### src/rtl/motor_ramp_pkg.sv
// Shared types and arithmetic helpers for the motor speed slew-rate limiter.
package motor_ramp_pkg;

  localparam int unsigned SPEED_W = 16;

  typedef enum logic [1:0] {
    ST_INIT = 2'd0,
    ST_IDLE = 2'd1,
    ST_RAMP = 2'd2,
    ST_STOP = 2'd3
  } ramp_state_t;

  // Clamp a signed speed into [-limit, +limit]; limit is at most 32767.
  function automatic logic signed [SPEED_W-1:0] speed_clamp(
    input logic signed [SPEED_W-1:0] v,
    input logic        [SPEED_W-1:0] limit
  );
    logic signed [SPEED_W:0] v_x;
    logic signed [SPEED_W:0] lim_x;
    v_x   = {v[SPEED_W-1], v};
    lim_x = {1'b0, limit};
    if (v_x > lim_x)       return $signed(limit);
    else if (v_x < -lim_x) return -$signed(limit);
    else                   return v;
  endfunction

  // Move cur toward eff by at most step, landing exactly on eff when close enough.
  function automatic logic signed [SPEED_W-1:0] ramp_step_next(
    input logic signed [SPEED_W-1:0] cur,
    input logic signed [SPEED_W-1:0] eff,
    input logic        [SPEED_W-1:0] step
  );
    logic signed [SPEED_W:0] diff;
    logic signed [SPEED_W:0] step_x;
    diff   = {eff[SPEED_W-1], eff} - {cur[SPEED_W-1], cur};
    step_x = {1'b0, step};
    if (diff > step_x)       return cur + $signed(step);
    else if (diff < -step_x) return cur - $signed(step);
    else                     return eff;
  endfunction

endpackage

### src/rtl/ramp_tick_gen.sv
// Update-period counter: counts 0..PERIOD-1 while not cleared, flags the last count.
module ramp_tick_gen #(
  parameter logic [15:0] PERIOD = 16'd50000
) (
  input  logic clk,
  input  logic rst,
  input  logic clear,
  output logic tick_c
);

  localparam int unsigned CNT_W = 16;

  logic [CNT_W-1:0] count;

  assign tick_c = !clear && (count == PERIOD - CNT_W'(1));

  always_ff @(posedge clk) begin
    if (rst || clear) begin
      count <= '0;
    end else if (tick_c) begin
      count <= '0;
    end else begin
      count <= count + CNT_W'(1);
    end
  end

endmodule

### src/rtl/motor_speed_ramp.sv
// Slew-rate limited speed command generator feeding the SPI motor-driver write port.
module motor_speed_ramp
  import motor_ramp_pkg::*;
#(
  parameter logic [15:0] RAMP_STEP     = 16'd64,
  parameter logic [15:0] UPDATE_PERIOD = 16'd50000,
  parameter logic [15:0] SPEED_LIMIT   = 16'd30000
) (
  input  logic                      clk,
  input  logic                      rst,
  input  logic signed [SPEED_W-1:0] target_speed,
  input  logic                      target_valid,
  input  logic                      enable,
  input  logic                      estop,
  output logic signed [SPEED_W-1:0] wdata,
  output logic                      we,
  output logic signed [SPEED_W-1:0] current_speed,
  output logic                      at_target
);

  ramp_state_t               state, state_nxt;
  logic signed [SPEED_W-1:0] target_reg, target_nxt;
  logic signed [SPEED_W-1:0] speed_nxt, wdata_nxt;
  logic signed [SPEED_W-1:0] eff, step_val;
  logic                      we_nxt;
  logic                      tick_c;

  ramp_tick_gen #(.PERIOD(UPDATE_PERIOD)) u_tick (
    .clk    (clk),
    .rst    (rst),
    .clear  (state != ST_RAMP),
    .tick_c (tick_c)
  );

  // Disable ramps the command to zero without forgetting the host target.
  assign eff      = enable ? target_reg : '0;
  assign step_val = ramp_step_next(current_speed, eff, RAMP_STEP);

  always_comb begin
    state_nxt  = state;
    target_nxt = target_reg;
    speed_nxt  = current_speed;
    wdata_nxt  = wdata;
    we_nxt     = 1'b0;

    if (target_valid && !estop && state != ST_STOP) begin
      target_nxt = speed_clamp(target_speed, SPEED_LIMIT);
    end

    unique case (state)
      ST_INIT: begin
        we_nxt    = 1'b1;
        wdata_nxt = '0;
        state_nxt = estop ? ST_STOP : ST_IDLE;
      end
      ST_IDLE: begin
        if (estop) begin
          state_nxt = ST_STOP;
          speed_nxt = '0;
          wdata_nxt = '0;
          we_nxt    = 1'b1;
        end else if (eff != current_speed) begin
          state_nxt = ST_RAMP;
        end
      end
      ST_RAMP: begin
        if (estop) begin
          state_nxt = ST_STOP;
          speed_nxt = '0;
          wdata_nxt = '0;
          we_nxt    = 1'b1;
        end else if (tick_c) begin
          speed_nxt = step_val;
          wdata_nxt = step_val;
          we_nxt    = 1'b1;
          if (step_val == eff) state_nxt = ST_IDLE;
        end
      end
      ST_STOP: begin
        // Leaving stop forgets the old target so the host must re-arm.
        if (!estop) begin
          target_nxt = '0;
          state_nxt  = ST_IDLE;
        end
      end
    endcase
  end

  always_ff @(posedge clk) begin
    if (rst) begin
      state         <= ST_INIT;
      target_reg    <= '0;
      current_speed <= '0;
      wdata         <= '0;
      we            <= 1'b0;
      at_target     <= 1'b0;
    end else begin
      state         <= state_nxt;
      target_reg    <= target_nxt;
      current_speed <= speed_nxt;
      wdata         <= wdata_nxt;
      we            <= we_nxt;
      at_target     <= (state_nxt == ST_IDLE);
    end
  end

endmodule
### config.mk
export PLATFORM = sky130hd
export DESIGN_NAME = motor_speed_ramp
export DESIGN_NICKNAME = d
export VERILOG_FILES = /design/src/rtl/motor_ramp_pkg.sv /design/src/rtl/ramp_tick_gen.sv /design/src/rtl/motor_speed_ramp.sv
export SDC_FILE = /design/constraint.sdc
export NUM_CORES = 1
export LEC_CHECK = 0
export ABC_CLOCK_PERIOD_IN_PS = 3950
export CAP_MARGIN = 20
export CORE_ASPECT_RATIO = 1.2
export CORE_MARGIN = 2
export CORE_UTILIZATION = 52
export DETAILED_ROUTE_END_ITERATION = 16
export PLACE_DENSITY = 0.74
export SYNTH_ARGS = -nofsm -noshare
export SYNTH_HDL_FRONTEND = slang
export SYNTH_HIERARCHICAL = 1
export SYNTH_SLANG_ARGS = --single-unit
### constraint.sdc
create_clock -name clk -period 3.95 [get_ports clk]
set_input_delay 0.5925 -clock clk [delete_from_list [all_inputs] [get_ports clk]]
set_output_delay 0.5925 -clock clk [all_outputs]
set_load 0.03 [all_outputs]
After elaboration in Yosys (flattened, before gate mapping)
Cells that the tools add are included.
{ "op_classes": {"reduce_logical": 12, "magnitude_cmp": 4, "addsub": 4, "mux": 25, "n_eq_ne": 11} }
{ "ops": {"columns": ["operator", "n"], "rows": [
  ["$mux 16", 11],
  ["$pmux 16 s3", 1],
  ["$pmux 16 s2", 1],
  ["$gt 17x8->1 const B", 1],
  ["$lt 17x7->1 const B", 1],
  ["$sub 16x16->17", 1],
  ["$add 16x1->16 const B", 1],
  ["$add 16x8->16 const B", 1],
  ["$eq 16x16->1", 1],
  ["$eq 16x16->1 const B", 1],
  ["$gt 16x16->1 const B", 1],
  ["$lt 16x16->1 const B", 1],
  ["$ne 16x16->1", 1],
  ["$sub 16x8->16 const B", 1],
  ["$mux 2", 7],
  ["$pmux 2 s4", 1],
  ["$ne 2x2->1 const B", 3],
  ["$reduce_and 3->1", 2],
  ["$eq 2x1->1 const B", 2],
  ["$eq 2x2->1 const B", 2],
  ["$logic_and 1x1->1", 3],
  ["$mux 1", 3],
  ["$ne 3x3->1 const B", 1],
  ["$pmux 1 s3", 1],
  ["6 further kinds", 7]
]} }
{ "totals": {"reg_bits": 68, "elab_cells": 63, "output_inout_bits": 34} }

Depth between registers and ports, before layout
Gate-level depths: netlist of the first run.
{ "logic_depth": {"depth_word": 11, "ltp_mapped": 19} }

Cells and area by module
Netlist of the first run, hierarchy kept.
{ "modules_own_cells": {"columns": ["module", "cells_per_inst", "instances", "area_per_inst_um2", "seq_area_each_um2"], "rows": [
  ["motor_speed_ramp", 556, 1, 4310.4, 1041.0],
  ["ramp_tick_gen", 81, 1, 825.8, 320.3]
]} }

Worst setup path after synthesis of the first run
No wires, ideal clock.
{ "synth_path": {"path_kind": "input -> register", "from": "in enable", "to": "reg state[1]", "t_arrival_ns": 4.179, "t_required_ns": 3.830, "setup_time_ns": 0.120, "stages": 18, "slack_ns": -0.349, "n_path_buf": 2, "path_cell_list": "buf_2 -> buf_6 -> nand2_1 -> ha_1 -> inv_1 -> fa_1 -> a21oi_4 -> o21ai_2 -> a2111oi_4 -> o31ai_1 -> xor2_1 -> or3_4 -> o21ai_4 -> o22ai_1 -> a221oi_2 -> a41o_1 -> nand3_2 -> o31a_1"} }
{ "synth_via": {"elab_chain_len": 10, "word_cells_on_any_way": 14} }
{ "synth_lines": {"columns": ["item", "line_no", "rtl"], "rows": [
  ["from (decl)", "motor_speed_ramp.sv:13", "input logic enable,"],
  ["$mux 16 *", "motor_speed_ramp.sv:36", "assign eff = enable ? target_reg : '0;"],
  ["$sub 16x16->17", "motor_ramp_pkg.sv:35", "diff = {eff[SPEED_W-1], eff} - {cur[SPEED_W-1], cur};"],
  ["$lt 17x7->1", "motor_ramp_pkg.sv:38", "else if (diff < -step_x) return cur - $signed(step);"],
  ["$mux 16", "motor_ramp_pkg.sv:38", null],
  ["$mux 16", "motor_ramp_pkg.sv:37", "if (diff > step_x) return cur + $signed(step);"],
  ["$eq 16x16->1", "motor_speed_ramp.sv:76", "if (step_val == eff) state_nxt = ST_IDLE;"],
  ["$mux 2", "motor_speed_ramp.sv:76", null],
  ["$mux 2", "motor_speed_ramp.sv:72", "end else if (tick_c) begin"],
  ["$mux 2", "motor_speed_ramp.sv:67", "if (estop) begin"],
  ["$pmux 2 s4 *", "motor_speed_ramp.sv:50", "unique case (state)"],
  ["to (signal assigned)", "motor_speed_ramp.sv:98", "state <= state_nxt;"],
  ["to (decl)", "motor_speed_ramp.sv:21", "ramp_state_t state, state_nxt;"]
]} }
Mark *: on every way between the ends. The rest lies on a longest branch, timed or not.
A chain may end at the register's enable or synchronous reset.

Worst setup path in the final report of the first run
Same ends and word-level chain as after synthesis.

==> summary.md, run 1 <==
| Metric | Value |
|---|---|
| Status | finished, final reports clean |
| Data required time of the critical path | 4170 ps |
| Per-cell routed wire length | 16.8 um |
| Power per standard cell area | 387 nW/um2 |
| Clock root cell | clkbuf_16 |
| Gpl congestion | 1.01 |
| Post-synth cell types | 101 |
| H-tree Lvls | 3 |
| Layout fillers | 734 |
| Worst reg2reg setup slack | approximately 90 ps |
| Grt ovf | 0 |
| Largest area contributor in the netlist | dfxtp_1 |
| Mux cell area share after synthesis | roughly 1.5% |
| Number of port buffers | 54 |
| Uppermost layer routed | met4 |
| Sequential share of the synthesized area | 26.5% |
| Worst r2r path cells | 19 |
| Mapped Cells | 637 |
| Final setup viols | 0 |
| Tot GR Track Use | 29.1% |
| Antenna violations before repair | 0 |
| Crit Path Category | in2reg |
| Crit path to | state[1]$_SDFF_PP0_ |
| Die width | 94.7 um |
| Initial Util | 53.7% |
| Top_reg_cell synth | dfxtp_1 |
| Final Total Pwr | 2700 uW |
| CP max FO | 5 |
| Top cell type's share of synthesized area | a little over a quarter |
| Synth-to-layout area growth | 36.0% |
| # rows | 39 |
| Met1 Wirelength | 6490 um |
| Worst setup SP type | input pin |
| Net Count, Synth | 677 |
| Post-Synth XOR/XNOR Area | about 8.9% |
| Core Footprint | 9560 um2 |
| Clock Sinks | 68 |
| Drt total wl | 15,300 um |
| Slew margin rel. | 36.2% |
| DRC viols | 0 |
| Cell with the most instances after synthesis | nand2_1 |
| Post-DRT Antenna Nets | 0 |
| Post-synth EDFFs | 0 |
| Crit path DAT | 4090 ps |
| Worst Tran Pin Value | 957 ps |
| Netlist Area Pre-Place | 5140 um2 |
| Chip height | 113 um |
| Pleak | 0.00281 uW |
| Layout cell share with drive strength beyond 1 | 26.8% |
| Final nets | 822 |
| Syn Area/Cell | 8.06 um2 |
| Fin Hold WS | between 400 and 500 ps |
| Max Freq | around 260 MHz |
| First-pass GRT wire length | 24,900 um |
| Die area | about 11,000 um2 |
| Period utilisation layout | 98.0% |
| Area share of fa/ha/maj cells after synthesis | between 5 and 6% |
| Peak supply drop | 338 uV |
| Reg2reg end | state[1]$_SDFF_PP0_ |
| Yosys warning count | 6 |
| Launch point of the worst path | enable |
| Period minus WS final | 3870 ps |
| Seq cells post-synth | 68 |
| Post-DP HPWL | around 12,000 um |
| Slew Viols, Final | 0 |
| Vias per cell | 5.83 |
| Worst slack at placement | -715 ps |
| RSZ-0062 raised after global routing | true |
| CTS tree | done |
| Clock Path Buffers | 2 |
| Pre-antenna DRT Iters | 5 |
| DRT iter0 DRCs | about 400 |
| Vias in the first global route | 5,227 |
| Max-Cap Viols | 0 |
| N_diodes | 0 |
| Final WS setup | 80.2 ps |
| DR vias | 5,306 |
| Met3 WL | 747 um |
| Worst Setup End Kind | flip-flop |
| Largest net degree at the start of global routing | 54 |
| Final core occ | 73.0% |
| Largest family of logic cells by synthesized area | simple AND/OR/NAND/NOR gates |
| CTS Hold Bufs | 0 |
| Main area contributors after synthesis | dfxtp_1 (27%), xnor2_1 (6.5%), a21oi_1 (6.3%), nand2_1 (6.2%), ha_1 (4.4%) |
| Inserted Clock Buffers | 9 |
| Clk_lat worst skew | 330 ps |
| Post-Synth Simple-Gate Area | 27.4% |
| Clk_skew | 4.95 ps |
| Synth cell count leaders | nand2_1 (85), dfxtp_1 (68), a21oi_1 (65) |
| Complex-gate fraction of the synthesized area | 24.9% |
| Hold Path Class | reg2reg |
| Met2 wire length | 7580 um |
| Final hold vios | 0 |
| Clock slew at reported path FFs | 50 ps |
| Num ports | between 50 and 60 |
| Async set or reset register ratio after synthesis | 0% |
==> critical path, cell delays in order <==
cell,delay [ps]
buf_8,110
nand2_4,60
ha_4,130
inv_2,40
fa_2,370
a21oi_4,220
a21oi_4,100
a2111oi_4,480
buf_4,210
o21ai_0,90
nor3b_2,190
nand4b_4,140
o21ai_2,70
buf_4,150
buf_4,140
o211a_1,220
o21ai_0,170
a41o_1,220
nand3_2,140
o31a_1,260
==> per-stage QoR <==
stage               TNS, ps  instances  cell area, um2
floorplan              -235        637            5180
global placement     -16030        887            6440
detailed placement   -18510        887            6440
CTS                       0        907            6880
global route           -130        910            6980
finish                    0        910            6980
==> worst min-delay path by stage <==
stage | startpoint | end | cells after the start
3_5_place_dp | wdata[0]$_SDFFE_PP0P_ | wdata[0]$_SDFFE_PP0P_ | 2
3_3_place_gp | wdata[14]$_SDFFE_PP0P_ | wdata[14]$_SDFFE_PP0P_ | 2
2_1_floorplan | flip-flop | flip-flop | 2
6_report | wdata[0]$_SDFFE_PP0P_ | wdata[0]$_SDFFE_PP0P_ | 2
4_1_cts | wdata[0]$_SDFFE_PP0P_ | wdata[0]$_SDFFE_PP0P_ | 2
5_1_grt | wdata[15]$_SDFFE_PP0P_ | wdata[15]$_SDFFE_PP0P_ | 2
==> placed cells by master, fill, tap and decap left out, types with 16 or more instances in the layout <==
master,synthesis,final
nand2_1,85,83
dfxtp_1,68,67
buf_4,2,105
o21ai_0,29,27
o211ai_1,16,16
xnor2_1,38,36
clkdlybuf4s50_1,0,52
nor2_1,44,44
a21oi_1,65,63
inv_1,30,29
==> power by group <==
part	switching, uW	internal (uW)
Sequential	26.2	714
Clock	293	569
Combinational	582	516
==> kinds of logic (layout without fill, tap and decap cells) <==
| group | count (synthesis) | in the layout |
|---|---|---|
| flip-flops | 68 | 68 |
| adder cells (fa/ha/maj) | 21 | 21 |
| AND/OR/NAND/NOR | 251 | 251 |
| AO/OA/AOI/OAI | 182 | 182 |
| buffers and inverters | 59 | 209 |
| XOR/XNOR | 49 | 49 |
| multiplexers | 7 | 7 |
==> layer usage <==
layer | vias up | track usage, %
li1 | 2579 | -
met1 | 2498 | 36.2
met2 | 189 | 50.0
met3 | 40 | 4.19
met4 | 0 | 12.1
met5 | - | 0
==> cell type report <==
type	count	area, um2	share of cell area, %
Tap cell	123	154	2.20
Clock buffer	10	239	3.42
Multi-Input combinational cell	510	3670	52.5
Sequential cell	68	1360	19.5
Clock inverter	6	86.3	1.24
Inverter	33	124	1.77
Timing Repair Buffer	160	1350	19.3
==> what timing repair did <==
| action | CTS | global route |
|---|---|---|
| resized for setup | 17 | 18 |
| endpoints found under the setup margin | 35 | 6 |
| buffers inserted | 4 | 3 |
| cloned | 0 | 0 |
| pin swaps | 13 | 12 |
Power figures use the tool's default switching activity.
==> run 2, diff against run 1 <==
--- a/config.mk
+++ b/config.mk
@@ -11,6 +11,7 @@
 export CORE_MARGIN = 2
 export CORE_UTILIZATION = 52
 export DETAILED_ROUTE_END_ITERATION = 16
+export HOLD_SLACK_MARGIN = 0.12
 export PLACE_DENSITY = 0.74
 export SYNTH_ARGS = -nofsm -noshare
 export SYNTH_HDL_FRONTEND = slang
==> results of run 2 <==
Same layout as run 1: the final DEF is identical, and so are final timing and power.
==> run 3, diff against run 2 <==
--- a/config.mk
+++ b/config.mk
@@ -8,11 +8,11 @@
 export ABC_CLOCK_PERIOD_IN_PS = 3950
 export CAP_MARGIN = 20
 export CORE_ASPECT_RATIO = 1.2
-export CORE_MARGIN = 2
+export CORE_MARGIN = 4
 export CORE_UTILIZATION = 52
 export DETAILED_ROUTE_END_ITERATION = 16
 export HOLD_SLACK_MARGIN = 0.12
-export PLACE_DENSITY = 0.74
+export PLACE_DENSITY = 0.85
 export SYNTH_ARGS = -nofsm -noshare
 export SYNTH_HDL_FRONTEND = slang
 export SYNTH_HIERARCHICAL = 1
==> run 3 against run 2 <==
  * Wire length up 6.7%
  * Die area rose by 7.9%
  * Utilization decreased by 1.5 points
  * Total power is 2.9% lower
  * First-iteration DRC count decreased by 2.8%
  * Flip-flop and latch count unchanged
  * Count of clock-buffer cells in the layout is 3 higher
  * Final area fell by 2.0%
  * Global-route usage shrank 1.0 points
  * Hold slack better by 4.5 ps
  * Worst setup slack worse by 44 ps
  * Critical endpoint unchanged
==> summary.md, run 3 (synthesized netlist as in run 1, its figures left out) <==
| Metric | Value |
|---|---|
| Antenna violations before repair | 0 (unchanged) |
| Chip height | 117 um (+3.5%) |
| Peak supply drop | 509 uV (+51%) |
| Worst Tran Pin Value | 963 ps (+6.65 ps) |
| Clock Sinks | 68 (unchanged) |
| Reg2reg end | state[1]$_SDFF_PP0_ |
| Data required time of the critical path | 4170 ps (about the same) |
| Most frequent cells in the layout | buf_4 (92), nand2_1 (84), dfxtp_1 (67), a21oi_1 (65), clkdlybuf4s50_1 (52) |
| Number of port buffers | 54 (unchanged) |
| Hold Path Class | reg2reg |
| Clock Path Buffers | 2 (unchanged) |
| Worst setup SP type | input pin |
| Power per standard cell area | 383 nW/um2 (-0.94%) |
| DRT iter0 DRCs | 384 (-2.8%) |
| Combinational power share | 40.2% (-0.4 points) |
| Pleak | 0.00272 uW (-3.1%) |
| Most common cell after layout, fill and taps aside | buf_4 |
| N_diodes | 0 (unchanged) |
| Die area | 11,500 um2 (+7.9%) |
| RSZ-0062 raised after global routing | true |
| Register area | 1360 um2 (unchanged) |
| Largest net degree at the start of global routing | 54 (unchanged) |
| Max Freq | 256 MHz (-1.1%) |
| Post-DRT Antenna Nets | 0 (unchanged) |
| Hold Crit Start | wdata[11]$_SDFFE_PP0P_ |
| Status | finished, final reports clean |
| Worst r2r path cells | 17 (-2) |
| Pre-antenna DRT Iters | 5 (unchanged) |
| Vias per cell | 6.03 (+3.4%) |
| Clk network pwr share | 31.5% (-0.4 points) |
| DR vias | 5,406 (+1.9%) |
| Period minus WS final | 3910 ps (+43.7 ps) |
| Cells on Worst Hold Path | 2 (unchanged) |
| Final instance area | 6840 um2 (-2.0%) |
| Clock slew at reported path FFs | 50 ps (about the same) |
| Layout cell share with drive strength beyond 1 | 25.3% (-1.5 points) |
| Net Sw Frac | 33.2% (-0.15 points) |
| Grt ovf | 0 (unchanged) |
| Vias in the first global route | 5,345 (+2.3%) |
| Sequential share of power | 28.3% (+0.9 points) |
| Layout fillers | 723 (-1.5%) |
| Slew Viols, Final | 0 (unchanged) |
| H-tree Lvls | 3 (unchanged) |
| Crit Path Category | in2reg |
| Final Total Pwr | 2620 uW (-2.9%) |
| Placed cell area | 6370 um2 (-1.1%) |
| Period utilisation layout | 99.1% (+1.1 points) |
| Internal Pwr Total | 1750 uW (-2.7%) |
| Final hold vios | 0 (unchanged) |
| Sw power | 871 uW (-3.3%) |
| Num ports | 55 (unchanged) |
| First-pass GRT wire length | 26,200 um (+5.1%) |
| CP max FO | 5 (unchanged) |
| Multi-input gate area | 3620 um2 (-1.4%) |
| Inserted Clock Buffers | 9 (unchanged) |
| Clock root cell | clkbuf_16 |
| Final core occ | 71.6% (-1.5 points) |
| Post-DP HPWL | 12,000 um (+0.52%) |
| Final nets | 811 (-1.3%) |
| Per-cell routed wire length | 18.2 um (+8.2%) |
| # rows | 39 (unchanged) |
| Fin Hold WS | 457 ps (+4.53 ps) |
| Max-Cap Viols | 0 (unchanged) |
| Clk_skew | 4.28 ps (-0.671 ps) |
| Worst Setup End Kind | flip-flop |
| Worst reg2reg setup slack | 80 ps (about the same) |
| Drt total wl | 16,300 um (+6.7%) |
| CTS tree | done |
| Hold Path End | wdata[11]$_SDFFE_PP0P_ |
| Gpl congestion | 0.976 (-3.2%) |
| Crit path DAT | 4130 ps (+40 ps) |
| Clk_lat worst skew | 330 ps (about the same) |
| Die width | 98.7 um (+4.2%) |
| Synth-to-layout area growth | 33.3% |
| Tot GR Track Use | 28.1% (-1.0 points) |
| Core Footprint | 9560 um2 (unchanged) |
| Slew margin rel. | 35.8% (-0.44 points) |
| Final setup viols | 0 (unchanged) |
| DRC viols | 0 (unchanged) |
| Initial Util | 53.7% (unchanged) |
| CTS Hold Bufs | 0 (unchanged) |
[run 3: cell types whose count changed in the layout (fill, tap and decap cells not counted), sizes merged]
cell / change
buf: -12
bufinv: -1
clkbuf: +4
clkinv: -2
clkinvlp: -1
inv: -1
[run 3: power groups by stage]
| stage | sequential [uW] | clock, uW | combinational [uW] |
|---|---|---|---|
| floorplan | 762 | 0 | 609 |
| global placement | 750 | 0 | 944 |
| detailed placement | 751 | 0 | 959 |
| CTS | 739 | 827 | 994 |
| global route | 742 | 857 | 1120 |
| finish | 741 | 826 | 1050 |
[run 3: stage by stage]
step,setup WS (ps),std cells,TNS (ps)
6_report,36.5,897,0
5_1_grt,-64.8,897,-117
4_1_cts,43.7,894,0
3_5_place_dp,-711,876,-19360
3_3_place_gp,-642,876,-16920
2_1_floorplan,-148,637,-235
[run 3: cell type report]
class                   instances  area share, %
clock inverters                 1          0.439
clock buffers                  13           4.10
multi-input cells             510           52.9
inverters                      33           1.81
flip-flops and latches         68           19.9
repair buffers                149           18.6
well taps                     123           2.25
[run 3: critical path: stages]
cell and delay (ps):
clkbuf_4 150, nand2_4 70, ha_4 130, inv_2 40
fa_2 380, a21oi_4 230, a21oi_4 100, a2111oi_4 350
buf_4 190, o31ai_2 80, xor2_2 210, or3_4 430
o21ai_2 120, o211ai_1 110, nor3b_2 300, mux2i_1 270
nand3_2 130, o31a_1 250
[run 3: metal layers]
layer | GRT usage (%) | wire length, um | vias up
met1 | 33.6 | 6800 | 2595
li1 | - | - | 2553
met3 | 4.21 | 853 | 44
met4 | 11.3 | 462 | 0
met2 | 50.9 | 8190 | 214
met5 | 0 | 0 | -
[run 3: worst max path at each step]
stage / start / endpoint / slack, ps / cells past startpoint
after detailed placement: enable / state[1]$_SDFF_PP0_ / -710 / 15
final: enable / state[1]$_SDFF_PP0_ / 40 / 18
after CTS: current_speed[0]$_SDFFE_PP0P_ / state[1]$_SDFF_PP0_ / 40 / 15
after global placement: enable / state[1]$_SDFF_PP0_ / -640 / 17
after floorplan: enable / state[1]$_SDFF_PP0_ / -150 / 18
after global routing: enable / state[1]$_SDFF_PP0_ / -60 / 18
[run 3: timing repair]
action / CTS / global route
setup endpoints to repair: 35 / 23
pin swaps: 8 / 18
gates cloned: 0 / 0
resized for setup: 11 / 18
setup buffers: 4 / 3
